--- config.mk ---
export PLATFORM = sky130hd
export DESIGN_NAME = prog_loader
export DESIGN_NICKNAME = d
export VERILOG_FILES = /design/src/rtl/riscv_pkg.sv /design/src/rtl/prog_loader_byte_packer.sv /design/src/rtl/prog_loader.sv
export SDC_FILE = /design/constraint.sdc
export NUM_CORES = 1
export LEC_CHECK = 0
export ABC_AREA = 0
export CAP_MARGIN = 5
export CORE_ASPECT_RATIO = 1.1
export CORE_UTILIZATION = 50
export CTS_CLUSTER_DIAMETER = 80
export DETAILED_ROUTE_END_ITERATION = 12
export PLACE_DENSITY = 0.7
export SYNTH_ARGS = -nofsm -noshare
export SYNTH_HDL_FRONTEND = slang
export SYNTH_HIERARCHICAL = 1
export SYNTH_SLANG_ARGS = --single-unit
--- constraint.sdc ---
create_clock -name CLK -period 4.6 [get_ports CLK]
set_input_delay 0.92 -clock CLK [delete_from_list [all_inputs] [get_ports CLK]]
set_output_delay 0.92 -clock CLK [all_outputs]
set_load 0.01 [all_outputs]
--- src/rtl/riscv_pkg.sv ---
// Shared definitions for the RISC-V subsystem: loader state encoding,
// default instruction-memory depth and program-header length.
package riscv_pkg;

   localparam int LDR_DEPTH     = 64;
   localparam int LDR_HDR_BYTES = 2;

   typedef enum logic [2:0] {
      LD_IDLE,
      LD_HDR0,
      LD_HDR1,
      LD_DATA,
      LD_RUN,
      LD_ERR
   } ld_state_e;

endpackage

--- src/rtl/prog_loader_byte_packer.sv ---
// Packs accepted bytes into little-endian 32-bit words; the finished word and
// its one-cycle valid flag are registered so they appear the cycle after byte 3.
module byte_packer (
   input  logic        CLK,
   input  logic        RST,
   input  logic        byte_valid,
   input  logic [7:0]  byte_data,
   output logic        word_last,
   output logic        word_valid,
   output logic [31:0] word
);

   logic [1:0]  cnt_q, cnt_d;
   logic [23:0] shift_q, shift_d;
   logic [31:0] word_q, word_d;
   logic        valid_q, valid_d;

   assign word_last = byte_valid && (cnt_q == 2'd3);

   always_comb begin
      cnt_d   = cnt_q;
      shift_d = shift_q;
      word_d  = word_q;
      valid_d = 1'b0;
      if (byte_valid) begin
         cnt_d = cnt_q + 2'd1;
         // Byte 3 bypasses the shift register so the word register only
         // changes when a complete word is ready.
         if (word_last) begin
            word_d  = {byte_data, shift_q};
            valid_d = 1'b1;
         end else begin
            shift_d = {byte_data, shift_q[23:8]};
         end
      end
   end

   always_ff @(posedge CLK or negedge RST) begin
      if (!RST) begin
         cnt_q   <= '0;
         shift_q <= '0;
         word_q  <= '0;
         valid_q <= 1'b0;
      end else begin
         cnt_q   <= cnt_d;
         shift_q <= shift_d;
         word_q  <= word_d;
         valid_q <= valid_d;
      end
   end

   assign word_valid = valid_q;
   assign word       = word_q;

endmodule

--- src/rtl/prog_loader.sv ---
// Streams a length-prefixed program from a byte link into instruction memory,
// then releases the core from reset; rejects programs larger than DEPTH.
module prog_loader
   import riscv_pkg::*;
#(
   parameter int DEPTH  = LDR_DEPTH,
   parameter int ADDR_W = $clog2(DEPTH)
) (
   input  logic              CLK,
   input  logic              RST,
   input  logic [7:0]        in_data,
   input  logic              in_valid,
   output logic              in_ready,
   output logic              imem_we,
   output logic [ADDR_W-1:0] imem_addr,
   output logic [31:0]       imem_wdata,
   output logic              core_rst_n,
   output logic              done,
   output logic              err
);

   localparam int CNT_W = 8 * LDR_HDR_BYTES;

   ld_state_e         state_q, state_d;
   logic [7:0]        cnt_lo_q, cnt_lo_d;
   logic [CNT_W-1:0]  n_q, n_d;
   logic [CNT_W-1:0]  wcnt_q, wcnt_d;
   logic [CNT_W-1:0]  n_hdr;
   logic [ADDR_W-1:0] addr_q, addr_d;
   logic              done_q, done_d;
   logic              accept;
   logic              pk_valid;
   logic              pk_last;
   logic [31:0]       pk_word;

   assign in_ready = (state_q == LD_HDR0) || (state_q == LD_HDR1) || (state_q == LD_DATA);
   assign accept   = in_valid && in_ready;
   assign n_hdr    = {in_data, cnt_lo_q};

   byte_packer u_packer (
      .CLK        (CLK),
      .RST        (RST),
      .byte_valid (accept && (state_q == LD_DATA)),
      .byte_data  (in_data),
      .word_last  (pk_last),
      .word_valid (pk_valid),
      .word       (pk_word)
   );

   always_comb begin
      state_d  = state_q;
      cnt_lo_d = cnt_lo_q;
      n_d      = n_q;
      wcnt_d   = wcnt_q;
      addr_d   = addr_q;
      done_d   = (state_q == LD_RUN);
      unique case (state_q)
         LD_IDLE: state_d = LD_HDR0;
         LD_HDR0: begin
            if (accept) begin
               cnt_lo_d = in_data;
               state_d  = LD_HDR1;
            end
         end
         LD_HDR1: begin
            if (accept) begin
               n_d    = n_hdr;
               wcnt_d = '0;
               if (n_hdr == '0)                    state_d = LD_RUN;
               else if (n_hdr > CNT_W'(DEPTH))     state_d = LD_ERR;
               else                                state_d = LD_DATA;
            end
         end
         LD_DATA: begin
            // Address is latched alongside the packed word so both land on
            // the write cycle; RUN is entered together with the last pulse.
            if (pk_last) begin
               addr_d = wcnt_q[ADDR_W-1:0];
               wcnt_d = wcnt_q + CNT_W'(1);
               if (wcnt_q + CNT_W'(1) == n_q) state_d = LD_RUN;
            end
         end
         LD_RUN:  state_d = LD_RUN;
         LD_ERR:  state_d = LD_ERR;
         default: state_d = LD_IDLE;
      endcase
   end

   always_ff @(posedge CLK or negedge RST) begin
      if (!RST) begin
         state_q  <= LD_IDLE;
         cnt_lo_q <= '0;
         n_q      <= '0;
         wcnt_q   <= '0;
         addr_q   <= '0;
         done_q   <= 1'b0;
      end else begin
         state_q  <= state_d;
         cnt_lo_q <= cnt_lo_d;
         n_q      <= n_d;
         wcnt_q   <= wcnt_d;
         addr_q   <= addr_d;
         done_q   <= done_d;
      end
   end

   assign imem_we    = pk_valid;
   assign imem_addr  = addr_q;
   assign imem_wdata = pk_word;
   assign core_rst_n = done_q;
   assign done       = done_q;
   assign err        = (state_q == LD_ERR);

endmodule
==> summary.txt <==
Synth
  – Compound-Gate Fraction of Synth Area: about 7.3%
  – Register bit count reported by yosys: roughly 110
  – Cells after Synth: 400
  – Synth Area in XOR/XNOR: approximately 3.8%
  – Post-synthesis sequential area ratio: 53.9%
  – Largest family of logic cells by synthesized area: multiplexers
  – Simple-gate share of the synthesized area: between 10% and 20%
  – Warnings from Yosys: 6
  – Post-synth net total: 413
  – Synthesized-area fraction occupied by adder cells: 0.494%
  – Synth Flop Type: dfrtp_1
  – Post-Syn Area per Cell: 12.7 sq um
  – Post-Synthesis Cell Area: roughly 0.0051 sq mm
  – Netlist cell types: between 50 and 60
  – Ys async rst share: 100%
  – Post-synth EDFFs: 0
  – Proportion of synthesized area in mux cells: 19.9%

Worst setup path
  – Worst EP required: between 4000 and 5000 ps
  – Critical path type: primary input to flip-flop
  – Worst path arrival time: about 3400 ps
  – CP Launch Type: primary input
  – Crit path capture type: flip-flop
  – Crit path from: in_valid
  – Critical path fanouts, max: 18
  – Reg-to-reg startpoint: wcnt_q[0]

Floorplan
  – Die area: about 0.011 sq mm
  – Ports: 54
  – Die H: 108 microns
  – # rows: 38
  – Starting density of the core: a little over 50%
  – Die Wd: ~98 microns
  – Core Region: a little under 0.01 sq mm

STA
  – Endpoints failing hold: 0
  – Finish-stage setup viols: 0
  – Slew headroom: a little under two fifths
  – Tmin final: 3130 ps
  – Clock skew: ~3.7 ps
  – Worst-Margin Slew: around 930 ps
  – Setup TNS: 0 ps
  – Slew Viols, Final: 0
  – Fmax achieved: about 320 MHz
  – RSZ-0062 raised after global routing: no
  – Crit share post-route: 68.0%

Place
  – Dpl cells: around 560
  – Final RePlAce weighted congestion: 0.833
  – Number of I/O port buffers: between 50 and 60
  – Post-DP HPWL: 6800 microns

Routing
  – DRC errors left: 5
  – Initial drt markers: ~180
  – Routed WL: 9870 microns
  – Vias post-DR: about 3200
  – Vias/cell: roughly 5.6
  – Detailed Routing Iterations Pass 1: 8
  – Antenna Violating Nets Remaining: 0
  – WL per Instance: 17.2 microns

Finish
  – Most common cell after layout, fill and taps aside: dfrtp_1
  – Synth-to-layout area growth: 14.3%
  – Share of cells above drive strength 1: about a quarter
  – Finished Layout Cells: 572
  – Final net count: between 400 and 500
  – Commonest cells after routing, fill and taps aside: 109 x dfrtp_1, 61 x mux2_2, 52 x clkdlybuf4s50_1, 34 x nand2_1, 24 x o21ai_0
  – # diodes: 0

Clock tree
  – Clock transition at path regs: approximately 100 ps
  – CTS tree: done
  – Clk_lat worst skew: 370 ps
  – Cts hold-fix bufs: 0
  – Post-CTS setup buffer count: 0
  – Post-CTS resize count: 0
  – Sink Count: approximately 110
  – CTS Buf Count: 9
  – Clk buf depth: 2
  – H-Tree Level Count: 3
  – Root buffer cell: clkbuf_8

Pwr
  – Pleak: between 0.002 and 0.003 uW
  – Cell Pwr Density: between 600 and 700 mW/mm^2
  – Overall Power: approximately 3500 uW
  – Worst IR Drop VDD: around 0.00032 V

Min path
  – Hold_sp: u_packer/cnt_q[0]
  – Worst Hold Class: flip-flop to flip-flop

Global routing
  – Largest net degree at the start of global routing: 75
  – Vias in the first global route: ~3200
  – GR Overflow Total: 0
  – First-pass GRT wire length: approximately 16000 microns
  – GRT Overall Usage: 20.2%
  – Initial antenna violation count: 0

Status
  – Failing checks: design-rule violations
  – Status: finished, violations left

Job
  – Max Cap Viol: 0
## path summary, 6_finish.rpt
| path | to | slack [ps] | cells past startpoint |
|---|---|---|---|
| max | wcnt_q[6] | 1470 | 9 |
| min | u_packer/cnt_q[0] | 480 | 1 |
| max reg2reg | state_q[1] | 1910 | 7 |
| min reg2reg | u_packer/cnt_q[0] | 480 | 1 |
| max in group asynchronous | u_packer/word[28] | 3080 | 2 |
| min in group asynchronous | u_packer/word[3] | 690 | 1 |
## synth_stat cells (5+ instances only)
cell | instances | area (sq um)
mux2_4 | 20 | 300
nand2_1 | 34 | 128
inv_1 | 5 | 18.8
clkbuf_1 | 5 | 18.8
dfrtp_1 | 109 | 2730
xnor2_1 | 12 | 105
buf_2 | 6 | 30.0
mux2_2 | 61 | 687
o21ai_0 | 24 | 120
a21oi_1 | 8 | 40.0
xor2_1 | 10 | 87.6
nor2_1 | 22 | 82.6
nand3_1 | 10 | 50.1
and3_1 | 5 | 31.3
## metal layers
layer	part of all wire [%]	vias up	track usage [%]	wire length, microns
li1	-	1521	-	-
met5	0	-	0	0
met2	49	65	32.8	4820
met1	46	1588	26.8	4550
met4	1.4	0	7.25	141
met3	3.5	12	4.35	346
## critical path: stages
cell and delay [ps]:
clkdlybuf4s50_1 530, nand2b_1 110, nor2_1 270, nand2_2 90
inv_1 140, and2_1 550, nor2_1 380, o21ai_0 250
o41ai_1 100
## registers in the layout (all words and copies together) (netlist names)
| name | count |
|---|---|
| u_packer/word_valid | 1 |
| u_packer/shift_q | 24 |
| u_packer/word | 32 |
| wcnt_q | 16 |
| core_rst_n | 1 |
| state_q | 3 |
| imem_addr | 6 |
| n_q | 16 |
| u_packer/cnt_q | 2 |
| cnt_lo_q | 8 |
## kinds of logic after synthesis
logic type	after synthesis
compound gates	55
xor+xnor	22
simple gates	103
mux	83
fa+ha+maj	2
flops	109
buf+inv	26
## cell type report
cell class,instances,area (sq um)
repair buffers,57,558
fillers,826,4060
multi-input cells,265,2150
clock inverters,5,41.3
inverters,5,18.8
clock buffers,11,141
well taps,120,150
flip-flops and latches,109,2730
## where the power goes
group | switching [uW] | internal (uW)
clock network | 325 | 219
registers | 277 | 1350
logic | 518 | 838
total | 1120 | 2410
## metrics by stage
stage	instance area (sq um)	setup WS, ps	utilization (%)	hold WS [ps]
detailed placement	5600	1090	56.9	462
global route	5790	1230	58.8	506
global placement	5600	1210	56.9	462
floorplan	5060	1890	-	445
CTS	5790	1490	58.8	483
finish	5790	1470	58.8	481
No activity file was read; power rests on OpenSTA's default activity.
